$ cat src/rtl/serial_alu_pkg.sv
// Shared definitions for the bit-serial arithmetic blocks: FSM encoding and operation modes.
package serial_alu_pkg;

  localparam logic [1:0] IDLE = 2'd0;
  localparam logic [1:0] RUN  = 2'd1;
  localparam logic [1:0] DONE = 2'd2;

  localparam logic MODE_ADD = 1'b0;
  localparam logic MODE_SUB = 1'b1;

endpackage

$ cat src/rtl/serial_fa_cell.sv
// Single-bit full adder; purely combinational, shared by the serial datapath blocks.
module serial_fa_cell (
  input  logic a,
  input  logic b,
  input  logic cin,
  output logic s,
  output logic cout
);

  assign s    = a ^ b ^ cin;
  assign cout = (a & b) | (a & cin) | (b & cin);

endmodule

$ cat src/rtl/serial_addsub_unit.sv
// Bit-serial WIDTH-bit adder/subtractor, LSB first; done pulses WIDTH cycles after an accepted start.
// start is ignored while busy; a start seen in DONE begins the next operation back-to-back.
module serial_addsub_unit
  import serial_alu_pkg::*;
#(
  parameter  int WIDTH = 8,
  localparam int CNT_W = $clog2(WIDTH + 1)
) (
  input  logic             clk,
  input  logic             reset,
  input  logic             start,
  input  logic             sub,
  input  logic [WIDTH-1:0] a,
  input  logic [WIDTH-1:0] b,
  output logic             busy,
  output logic             done,
  output logic [WIDTH-1:0] sum,
  output logic             cout,
  output logic             ovf
);

  localparam logic [CNT_W-1:0] LAST = CNT_W'(WIDTH - 1);

  logic [1:0]       state;
  logic [WIDTH-1:0] sa;
  logic [WIDTH-1:0] sb;
  logic [WIDTH-1:0] res;
  logic [CNT_W-1:0] count;
  logic             carry;
  logic             fa_s;
  logic             fa_co;
  logic             c_msb;
  logic [WIDTH-1:0] res_next;

  serial_fa_cell u_fa (
    .a    (sa[0]),
    .b    (sb[0]),
    .cin  (carry),
    .s    (fa_s),
    .cout (fa_co)
  );

  // On the final step the live carry is the carry into the MSB.
  assign c_msb    = carry;
  assign res_next = {fa_s, res[WIDTH-1:1]};

  always_ff @(posedge clk or posedge reset) begin
    if (reset) begin
      state <= IDLE;
      sa    <= '0;
      sb    <= '0;
      res   <= '0;
      count <= '0;
      carry <= 1'b0;
      busy  <= 1'b0;
      done  <= 1'b0;
      sum   <= '0;
      cout  <= 1'b0;
      ovf   <= 1'b0;
    end else begin
      case (state)
        IDLE, DONE: begin
          done <= 1'b0;
          if (start) begin
            sa    <= a;
            // Subtraction is A + ~B + 1, the +1 entering as the initial carry.
            sb    <= (sub == MODE_SUB) ? ~b : b;
            carry <= sub;
            count <= '0;
            busy  <= 1'b1;
            state <= RUN;
          end else begin
            state <= IDLE;
          end
        end
        RUN: begin
          sa    <= sa >> 1;
          sb    <= sb >> 1;
          res   <= res_next;
          carry <= fa_co;
          count <= count + CNT_W'(1);
          if (count == LAST) begin
            sum   <= res_next;
            cout  <= fa_co;
            ovf   <= c_msb ^ fa_co;
            busy  <= 1'b0;
            done  <= 1'b1;
            state <= DONE;
          end
        end
        default: begin
          busy  <= 1'b0;
          done  <= 1'b0;
          state <= IDLE;
        end
      endcase
    end
  end

endmodule
$ cat config.mk
export PLATFORM = sky130hd
export DESIGN_NAME = serial_addsub_unit
export DESIGN_NICKNAME = d
export VERILOG_FILES = /design/src/rtl/serial_alu_pkg.sv /design/src/rtl/serial_fa_cell.sv /design/src/rtl/serial_addsub_unit.sv
export SDC_FILE = /design/constraint.sdc
export NUM_CORES = 1
export LEC_CHECK = 0
export CAP_MARGIN = 20
export CELL_PAD_IN_SITES_DETAIL_PLACEMENT = 1
export CELL_PAD_IN_SITES_GLOBAL_PLACEMENT = 2
export CORE_ASPECT_RATIO = 0.9
export CORE_MARGIN = 2
export CORE_UTILIZATION = 38
export DETAILED_ROUTE_END_ITERATION = 16
export PLACE_DENSITY_LB_ADDON = 0.12
export SYNTH_ARGS = -nofsm -noshare
export SYNTH_HDL_FRONTEND = slang
export SYNTH_HIERARCHICAL = 1
export SYNTH_SLANG_ARGS = --single-unit
$ cat constraint.sdc
create_clock -name clk -period 3.14 [get_ports clk]
set_input_delay 0.314 -clock clk [delete_from_list [all_inputs] [get_ports clk]]
set_output_delay 0.314 -clock clk [all_outputs]
set_load 0.03 [all_outputs]
# Word-level counts from Yosys, hierarchy flattened
# Cells that the tools add are included.
classes:
  n_addsub: 1
  mul: 0
  div: 0
  n_lt_le_gt_ge: 0
  eq_ne: 5
  shift: 0
  mux: 17
  bitwise: 9
  reduce_logical: 6
ops:
  columns: ["cell", "n"]
  rows:
  - ["$pmux W8 S2", 2]
  - ["$mux W8", 3]
  - ["$not A8 Y8", 1]
  - ["$pmux W4 S2", 1]
  - ["$mux W1", 6]
  - ["$reduce_and A2 Y1", 3]
  - ["$add A4 B1 Y4 const B", 1]
  - ["$eq A4 B3 Y1 const B", 1]
  - ["$mux W4", 1]
  - ["$ne A2 B2 Y1 const B", 2]
  - ["$pmux W1 S2", 2]
  - ["$pmux W2 S2", 1]
  - ["$and A1 B1 Y1", 3]
  - ["$xor A1 B1 Y1", 3]
  - ["$eq A2 B1 Y1 const B", 1]
  - ["$eq A2 B2 Y1 const B", 1]
  - ["$logic_not A2 Y1", 1]
  - ["$mux W2", 1]
  - ["$or A1 B1 Y1", 2]
  - ["$reduce_bool A2 Y1", 1]
  - ["$reduce_or A2 Y1", 1]
totals:
  ff_bits: 43
  latchBits: 0
  mem_bits_rw: 0
  romBits: 0
  in_bits: 20
  output_inout_bits: 12
  word_cells: 49
  memories: 0

# Longest topological paths before layout
# Gate-level depths: netlist (run 1).
logic_depth:
  ltp_word: 4
  mapped_depth: 5
  depth_no_buf: 4

# Hierarchy
# Netlist (run 1), hierarchy kept.
modules_own_cells:
  columns: ["mod", "instances", "cells_each", "area_each_um2", "seq_area_each_um2"]
  rows:
  - ["serial_addsub_unit", 1, 128, 1756.7, 1026.0]
  - ["serial_fa_cell", 1, 1, 20.0, 0.0]

# Least setup slack after synthesis (run 1)
# OpenSTA, ideal clock, no wires.
synth_path:
  path_type: "reg-to-reg"
  startpoint: "register state[1]"
  endpoint: "register res[1]"
  setup_ns: 0.125
  arrival_ns: 1.373
  required_ns: 3.015
  slack_ns: 1.643
  path_stages_with_launch: 5
  n_path_buf: 2
  synth_period_minus_slack_ns: 1.497
  path_cell_list: "dfrtp_1 > and2b_4 > buf_6 > buf_6 > mux2_2"
synth_between:
  elab_chain_len: 1
synth_rtl:
  columns: ["element", "line", "text"]
  rows:
  - ["start, declared", "serial_addsub_unit.sv:24", "logic [1:0] state;"]
  - ["start signal, assigned", "serial_addsub_unit.sv:49", "state <= IDLE;"]
  - ["start signal, assigned", "serial_addsub_unit.sv:71", "state <= RUN;"]
  - ["start signal, assigned", "serial_addsub_unit.sv:73", "state <= IDLE;"]
  - ["$eq A2 B1 Y1", "serial_addsub_unit.sv:61", "case (state)"]
  - ["end signal, assigned", "serial_addsub_unit.sv:79", "res <= res_next;"]
  - ["end, declared", "serial_addsub_unit.sv:27", "logic [WIDTH-1:0] res;"]
# Every way passes these cells.
# A chain may end at the register's enable or synchronous reset.

# Worst setup path after layout (run 1)
layout_path:
  startpoint: "register count[1]"
  endpoint: "register ovf"
layout_between:
  elab_chain_len: 2
layout_rtl:
  columns: ["element", "line", "text"]
  rows:
  - ["start, declared", "serial_addsub_unit.sv:28", "logic [CNT_W-1:0] count;"]
  - ["start signal, assigned", "serial_addsub_unit.sv:81", "count <= count + CNT_W'(1);"]
  - ["$eq A4 B3 Y1", "serial_addsub_unit.sv:82", "if (count == LAST) begin"]
  - ["$reduce_and A2 Y1 (no line)", null, null]
  - ["end signal, assigned", "serial_addsub_unit.sv:85", "ovf <= c_msb ^ fa_co;"]
  - ["end, declared", "serial_addsub_unit.sv:19", "output logic ovf"]
# Every way passes these cells.

==> flow_summary.ini, run 1 <==
[placed_design]
port_buffers = 31
dp_slack_ps = 1060
dp_hpwl_um = 2420
place_congestion = 0.724
dpl_cell_area_um2 = 2120

[timing]
fin_worst_skew_ps = 6.61
finalCritPeriodShare = 0.637
max_freq_ghz = 0.500
rsz0062_at_grt = no
setup_viol = 0
finalSetupTns_ps = 0
finalCriticalPeriod_ps = 2000
finalHoldViolations = 0
drv_slew = 0
relSlewSlack = 0.411
fin_ws_ps = 1140
worst_pin_slew_ps = 880

[clock_network]
cts_tree = done
postCtsHoldBufs = 0
cts_buffers = 5
path_clk_slew_ps = 80
root_buffer = clkbuf_8
postCtsSetupBuffers = 0
clock_latency_ps = 290
htreeDepth = 2
cts.repair.resized = 0
cts_buffer_depth = 2
clock_sinks = 41

[power_and_ir_drop]
clkPwrFrac = 0.176
swShare = 0.345
seqPwrFrac = 0.411
ir_drop_uv = 419
power_switching_mw = 0.783
internal-power_mw = 1.49
power_frac_comb = 0.413
power.leakage_nw = 1.02
power_density_nw_per_um2 = 1020

[final_layout]
syn_to_final_growth_pct = 25.0
design_area_um2 = 2220
final_common_cell = dfrtp_1
nets = 183
antenna_cells = 0
final_cell_mix = dfrtp_1, clkdlybuf4s50_1, a22o_1
drive_gt1_frac = 0.130

[route]
drt_pass1_iterations = 4
via_per_inst = 5.05
first_iter_violations = 34
antenna_left = 0
routedWlPerCell_um = 15.4
vias = 1126
routed_wl_um = 3440
drc = 0

[setup_path]
cp.depth = 4
arrival_ps = 2170
critPathRequiredTime_ps = 3310
max_stage_delay_ps = 740
critical_path_class = reg2reg
endpoint_kind = register
cp-start-kind = register
crit_family = simple AND/OR/NAND/NOR gates
reg2reg_depth = 4
cp_num_buf_inv = 0
path_cells = ha_1, nand3b_1, nor3b_2, mux2_2
crit_path_max_fanout = 11
slowest_stage = nor3b_2

[synthesis]
synth_fp_nets = 151
syn_area_um2 = 1780
ys_ff_latch = 41
synthCells = 129
syn_avg_cell_area_um2 = 13.8
ys.warnings.count = 6
ys_seq_area_frac = 0.577
synth_cell_types = 26

[floorplan]
initial_core_util = 0.396
die-area_um2 = 5240
dieWidth_um = 76.1
die_y_um = 68.9
row_count = 23
core_um2 = 4490
design.portCount = 32

[global_routing]
grt_usage = 0.146
overflow = 0
grt_pass1_wl_um = 5740
grt_pass1_vias = 1225
antenna_found_initial = 0
grt_max_degree = 42

[worst_hold_path]
hold_path.class = in2async

[run]
drv_cap = 0

[run_status]
status = finished clean
## worst min-delay path: cells and delay by family
kind / cells / cell delay [ps]
buffers and inverters: 3 / 890
## power by group through the flow
| stage | clock network [mW] | logic (mW) | registers, mW |
|---|---|---|---|
| 4_1_cts | 0.415 | 0.959 | 0.938 |
| 2_1_floorplan | 0 | 0.602 | 1.03 |
| 3_3_place_gp | 0 | 0.923 | 0.930 |
| 6_report | 0.400 | 0.938 | 0.934 |
| 3_5_place_dp | 0 | 0.952 | 0.946 |
| 5_1_grt | 0.433 | 1.03 | 0.972 |
## registers in the layout (all words and copies together) (netlist names)
| name | flops |
|---|---|
| c_msb | 1 |
| count | 4 |
| sa | 8 |
| sum | 8 |
| res | 7 |
| sb | 8 |
| busy | 1 |
| ovf | 1 |
| cout | 1 |
| state | 2 |
## worst paths after layout
check                           slack, ps     start        to
max in group asynchronous            2320     reset       ovf
worst max register to register       1140  count[1]       ovf
worst min register to register        480  count[3]  count[3]
worst min-delay path                  460     reset    res[7]
worst max-delay path                 1140  count[1]       ovf
min in group clk                      480  count[3]  count[3]
## stage by stage
step	hold WS, ps	util	power, mW	std cells
2_1_floorplan	436	-	1.63	129
3_3_place_gp	460	0.472	1.85	216
3_5_place_dp	472	0.472	1.90	216
4_1_cts	481	0.495	2.31	223
5_1_grt	499	0.495	2.43	223
6_report	461	0.495	2.27	223
## cells by family after synthesis
group,count (synthesis),synth area share
flops,41,0.577
compound gates,28,0.135
mux,20,0.125
simple gates,20,0.0620
xor+xnor,9,0.0444
buf+inv,9,0.0373
fa+ha+maj,2,0.0183
## cell type report
type / instances / area [um^2]
Multi-Input combinational cell: 79 / 684
Timing Repair Buffer: 33 / 325
Tap cell: 62 / 77.6
Fill cell: 469 / 2270
Sequential cell: 41 / 1030
Clock buffer: 5 / 68.8
Clock inverter: 2 / 35.0
Inverter: 1 / 3.75
## cell usage after synthesis
cell | n | share of area
buf_1 | 1 | 0.0021
nor2_1 | 8 | 0.017
nand3b_1 | 2 | 0.0084
mux2_1 | 9 | 0.057
buf_2 | 2 | 0.0056
mux2i_1 | 2 | 0.011
xor2_1 | 2 | 0.0099
dfrtp_1 | 41 | 0.58
a21o_1 | 8 | 0.034
buf_4 | 2 | 0.0084
a221o_1 | 7 | 0.039
and2b_4 | 1 | 0.0056
inv_1 | 1 | 0.0021
nand4_1 | 1 | 0.0035
nand2b_1 | 1 | 0.0035
a22o_1 | 12 | 0.059
mux2_2 | 9 | 0.057
buf_6 | 3 | 0.019
nand2_1 | 3 | 0.0063
xnor2_1 | 7 | 0.035
nor2_2 | 1 | 0.0035
ha_1 | 1 | 0.0070
nor2b_1 | 2 | 0.0070
nor3b_2 | 1 | 0.0070
o21ai_0 | 1 | 0.0028
fa_1 | 1 | 0.011
## per-layer routing
layer	track usage	part of all wire
met5	0	0
met3	0.0378	0.042
met2	0.247	0.49
met4	0.0818	0.023
met1	0.176	0.44
Power figures use the tool's default switching activity.
==> run 2: changes to the inputs <==
CORE_UTILIZATION = 32   (was 38)
clock period = 1.7 ns   (was 3.14 ns; I/O delays follow)
==> run 2 against run 1 <==
- combinational power rose by 93%
- routed wire length rose by 4.7%
- die area rose by 18%
- sequential power rose by 84%
- global-route usage fell by 1.1 points
- hold slack got worse by 140 ps
- clock power rose by 99%
- final cell count rose by 3.6%
- worst setup slack got worse by 1000 ps
- sequential cell count did not move
- clock skew fell by 2.4 ps
- critical endpoint is now sum[7]
==> flow_summary.ini, run 2 (synthesis results as in run 1) <==
[route]
drc = 0
via_per_inst = 5.03
routed_wl_um = 3610
vias = 1162
routedWlPerCell_um = 15.6
antenna_left = 0
first_iter_violations = 57
drt_pass1_iterations = 4

[placed_design]
dp_hpwl_um = 2520
port_buffers = 31
dpl_cell_area_um2 = 2140
place_congestion = 0.659

[final_layout]
drive_gt1_frac = 0.152
fillCellCount = 561
antenna_cells = 0
final_common_cell = dfrtp_1
reg.largest.list = sa: 8 flops, sb: 8 flops, sum: 8 flops
multiInputGateArea_um2 = 696
final_cell_mix = dfrtp_1, clkdlybuf4s50_1, a22o_1
regArea_um2 = 1030
design_area_um2 = 2270
nets = 185
syn_to_final_growth_pct = 27.7

[floorplan]
die-area_um2 = 6170
row_count = 25
core_um2 = 5320
initial_core_util = 0.334
dieWidth_um = 82.5
design.portCount = 32
die_y_um = 74.7

[clock_network]
cts_buffers = 5
path_clk_slew_ps = 80
htreeDepth = 2
clock_sinks = 41
cts_tree = done
cts_buffer_depth = 2
root_buffer = clkbuf_8
clock_latency_ps = 280

[power_and_ir_drop]
power.leakage_nw = 1.04
power_density_nw_per_um2 = 1910
p_total_mw = 4.33
ir_drop_uv = 771

[setup_path]
reg2reg_to = sum[7]
crit_family = flip-flops
endpoint_kind = register
critical_path_class = reg2reg
cp-start-kind = register
slowest_stage = dfrtp_1
max_stage_delay_ps = 390
reg2reg_slack_ps = 100
crit_path_max_fanout = 11
reg2reg_depth = 5
critPathRequiredTime_ps = 1870
path_cells = ha_2, nand3b_1, nor3b_2, buf_6, mux2_1
timing.rr.start = count[0]
cp_num_buf_inv = 1
arrival_ps = 1780

[timing]
hold_ws_ps = 319
finalCritPeriodShare = 0.944
relSlewSlack = 0.647
fin_worst_skew_ps = 4.20
worst_pin_slew_ps = 529
setup_viol = 0
finalCriticalPeriod_ps = 1600
rsz0062_at_grt = yes
finalHoldViolations = 0
max_freq_ghz = 0.623
drv_slew = 0

[worst_hold_path]
hold_path.class = in2async

[global_routing]
antenna_found_initial = 0
grt_max_degree = 42
grt_pass1_wl_um = 6110
grt_usage = 0.136
overflow = 0
grt_pass1_vias = 1165

[run_status]
status = finished clean

[run]
drv_cap = 0
run 2: per-stage QoR:
stage | util | setup TNS [ps] | setup slack [ps] | cells
after floorplan | - | 0 | 203 | 129
final | 0.427 | 0 | 95.3 | 231
after global placement | 0.402 | -6.70 | -6.70 | 223
after global routing | 0.427 | -13.3 | -8.35 | 231
after CTS | 0.424 | 0 | 50.4 | 231
after detailed placement | 0.402 | -326 | -51.8 | 223
run 2: layout make-up:
cell class / instances / area share
flip-flops and latches: 41 / 0.452
multi-input cells: 79 / 0.307
repair buffers: 35 / 0.152
clock buffers: 7 / 0.0380
well taps: 67 / 0.0369
clock inverters: 1 / 0.0132
inverters: 1 / 0.00165
run 2: how the worst max path moves through the flow:
stage              from       end  cells after the start
2_1_floorplan  state[1]    res[1]                      4
6_report       count[0]    sum[7]                      5
5_1_grt        count[1]    sum[7]                      5
3_3_place_gp      start  count[0]                      4
3_5_place_dp      start     sb[0]                      4
4_1_cts        count[0]    sum[7]                      5
run 2: metal layers:
metal,vias up,global-route usage,wire (um)
li1,536,-,-
met1,595,0.195,1690
met2,24,0.196,1720
met3,7,0.0384,139
met4,0,0.0492,54
met5,-,0,0
run 2: tightest hold or removal path, stage by stage:
cell and delay (ps):
clkdlybuf4s50_1 400, inv_1 50, buf_4 440
run 2: what timing repair did:
action / in CTS / in global routing
gates resized for setup: 0 / 4
buffers inserted: 0 / 0
endpoints found under the setup margin: 0 / 26
hold buffers: 0 / 0
run 2: where the power goes:
part / leakage [nW] / internal (mW) / total (mW) / switching [mW]
clock network: 0.0585 / 0.479 / 0.796 / 0.318
registers: 0.511 / 1.43 / 1.72 / 0.289
logic: 0.469 / 0.938 / 1.81 / 0.875
==> run 3: changes to the inputs <==
CORE_UTILIZATION = 35   (was 32)
clock period = 1.75 ns   (was 1.7 ns; I/O delays follow)
==> run 3 against run 2 <==
- count of clock-buffer cells in the layout stayed put
- utilization is 3.7 points higher
- sequential cell count stayed put
- power is 3.7% lower
- cell area is 0.55% lower
- clock skew is 2.5 ps higher
- final cell count is 0.87% lower
- sequential share of layout area is 0.25 points higher
- non-clock buffer count stayed put
- combinational power is 5% lower
- worst setup slack better by 71 ps
- critical path depth stayed put
- critical path type unchanged
- largest cell class unchanged
==> flow_summary.ini, run 3 (synthesis results as in run 1) <==
[run_status]
status = finished clean

[route]
vias = 1127
wl_met3_um = 151
drt-met1-wl_um = 1650
routedWlPerCell_um = 15.2
routed_wl_um = 3470
drt_pass1_iterations = 4
via_per_inst = 4.92
route.met2.wl_um = 1610
drc = 0
topRoutingLayerUsed = met4
antenna_left = 0
first_iter_violations = 51

[floorplan]
dieWidth_um = 79.1
die_y_um = 71.6
row_count = 24
core_um2 = 4860
initial_core_util = 0.365
die-area_um2 = 5660
design.portCount = 32

[setup_path]
reg2reg_depth = 5
arrival_ps = 1760
critPathRequiredTime_ps = 1930
cp-start-kind = register
crit_path_max_fanout = 11
endpoint_kind = register
reg2reg_to = ovf
startpoint = count[1]
timing.rr.start = count[1]
reg2reg_slack_ps = 170
critical_path_class = reg2reg

[worst_hold_path]
hold_path.class = in2async

[global_routing]
grt_max_degree = 42
antenna_found_initial = 0
grt_pass1_vias = 1232
overflow = 0
grt_pass1_wl_um = 6150
grt_usage = 0.143

[clock_network]
path_clk_slew_ps = 80
clock_latency_ps = 290
htreeDepth = 2
cts_buffer_depth = 2
cts_buffers = 5
cts_tree = done
root_buffer = clkbuf_8
postCtsHoldBufs = 0
clock_sinks = 41

[run]
drv_cap = 0

[timing]
worst_pin_slew_ps = 524
finalSetupTns_ps = 0
drv_slew = 0
finalCritPeriodShare = 0.905
setup_viol = 0
finalHoldViolations = 0
relSlewSlack = 0.649
fin_worst_skew_ps = 6.66
max_freq_ghz = 0.631
finalCriticalPeriod_ps = 1580
rsz0062_at_grt = no

[final_layout]
design_area_um2 = 2260
syn_to_final_growth_pct = 27.0
drive_gt1_frac = 0.140
final_cell_mix = dfrtp_1, clkdlybuf4s50_1, a22o_1
final_core_utilization = 0.464
nets = 185
final_common_cell = dfrtp_1
fin_cells = 229
reg.largest.list = sa: 8 flops, sb: 8 flops, sum: 8 flops
antenna_cells = 0

[placed_design]
dpl_cell_area_um2 = 2140
port_buffers = 31
dpl.cell_count = 221
dp_hpwl_um = 2400
place_congestion = 0.662

[power_and_ir_drop]
power_density_nw_per_um2 = 1850
power.leakage_nw = 1.04
p_total_mw = 4.17
ir_drop_uv = 747
## run 3: cell count changes in the layout (fill, tap and decap cells not counted)
cell	previous run	this run
ha_1	0	1
buf_6	1	0
mux2_4	1	0
buf_4	3	4
mux2_1	8	9
ha_2	1	0
## run 3: critical path, stage by stage (launching register included)
cell,delay (ps)
dfrtp_1,380
ha_1,190
nand3b_1,150
nor3b_2,180
buf_4,220
mux2_2,350
## run 3: repair_timing
item	in CTS	in global routing
setup buffers	0	0
endpoints found under the setup margin	0	8
resized for setup	0	1
## run 3: layout make-up
cell class / count / area [um^2]
well taps: 65 / 81.3
multi-input cells: 79 / 689
clock buffers: 7 / 86.3
repair buffers: 35 / 340
flip-flops and latches: 41 / 1030
fillers: 531 / 2610
inverters: 1 / 3.75
clock inverters: 1 / 30.0
## run 3: per-layer routing
| layer | vias up | GRT usage |
|---|---|---|
| met5 | - | 0 |
| met4 | 0 | 0.0575 |
| met1 | 572 | 0.194 |
| li1 | 529 | - |
| met3 | 6 | 0.0466 |
| met2 | 20 | 0.216 |
## run 3: power breakdown
group | internal (mW) | switching [mW] | leakage, nW
Clock | 0.465 | 0.314 | 0.0585
Combinational | 0.891 | 0.830 | 0.468
Sequential | 1.39 | 0.279 | 0.511
## run 3: metrics by stage
step                      hold slack, ps  setup slack [ps]
final                                311               166
after global routing                 376              26.5
after CTS                            323              79.7
after floorplan                      315               253
after detailed placement             470             -31.0
after global placement               459              24.3
## run 3: how the worst max path moves through the flow
stage                          end  slack (ps)
after floorplan             res[1]         250
after global placement    count[0]          20
after detailed placement  count[0]         -30
after CTS                 count[0]          80
after global routing        sum[7]          30
final                          ovf         170
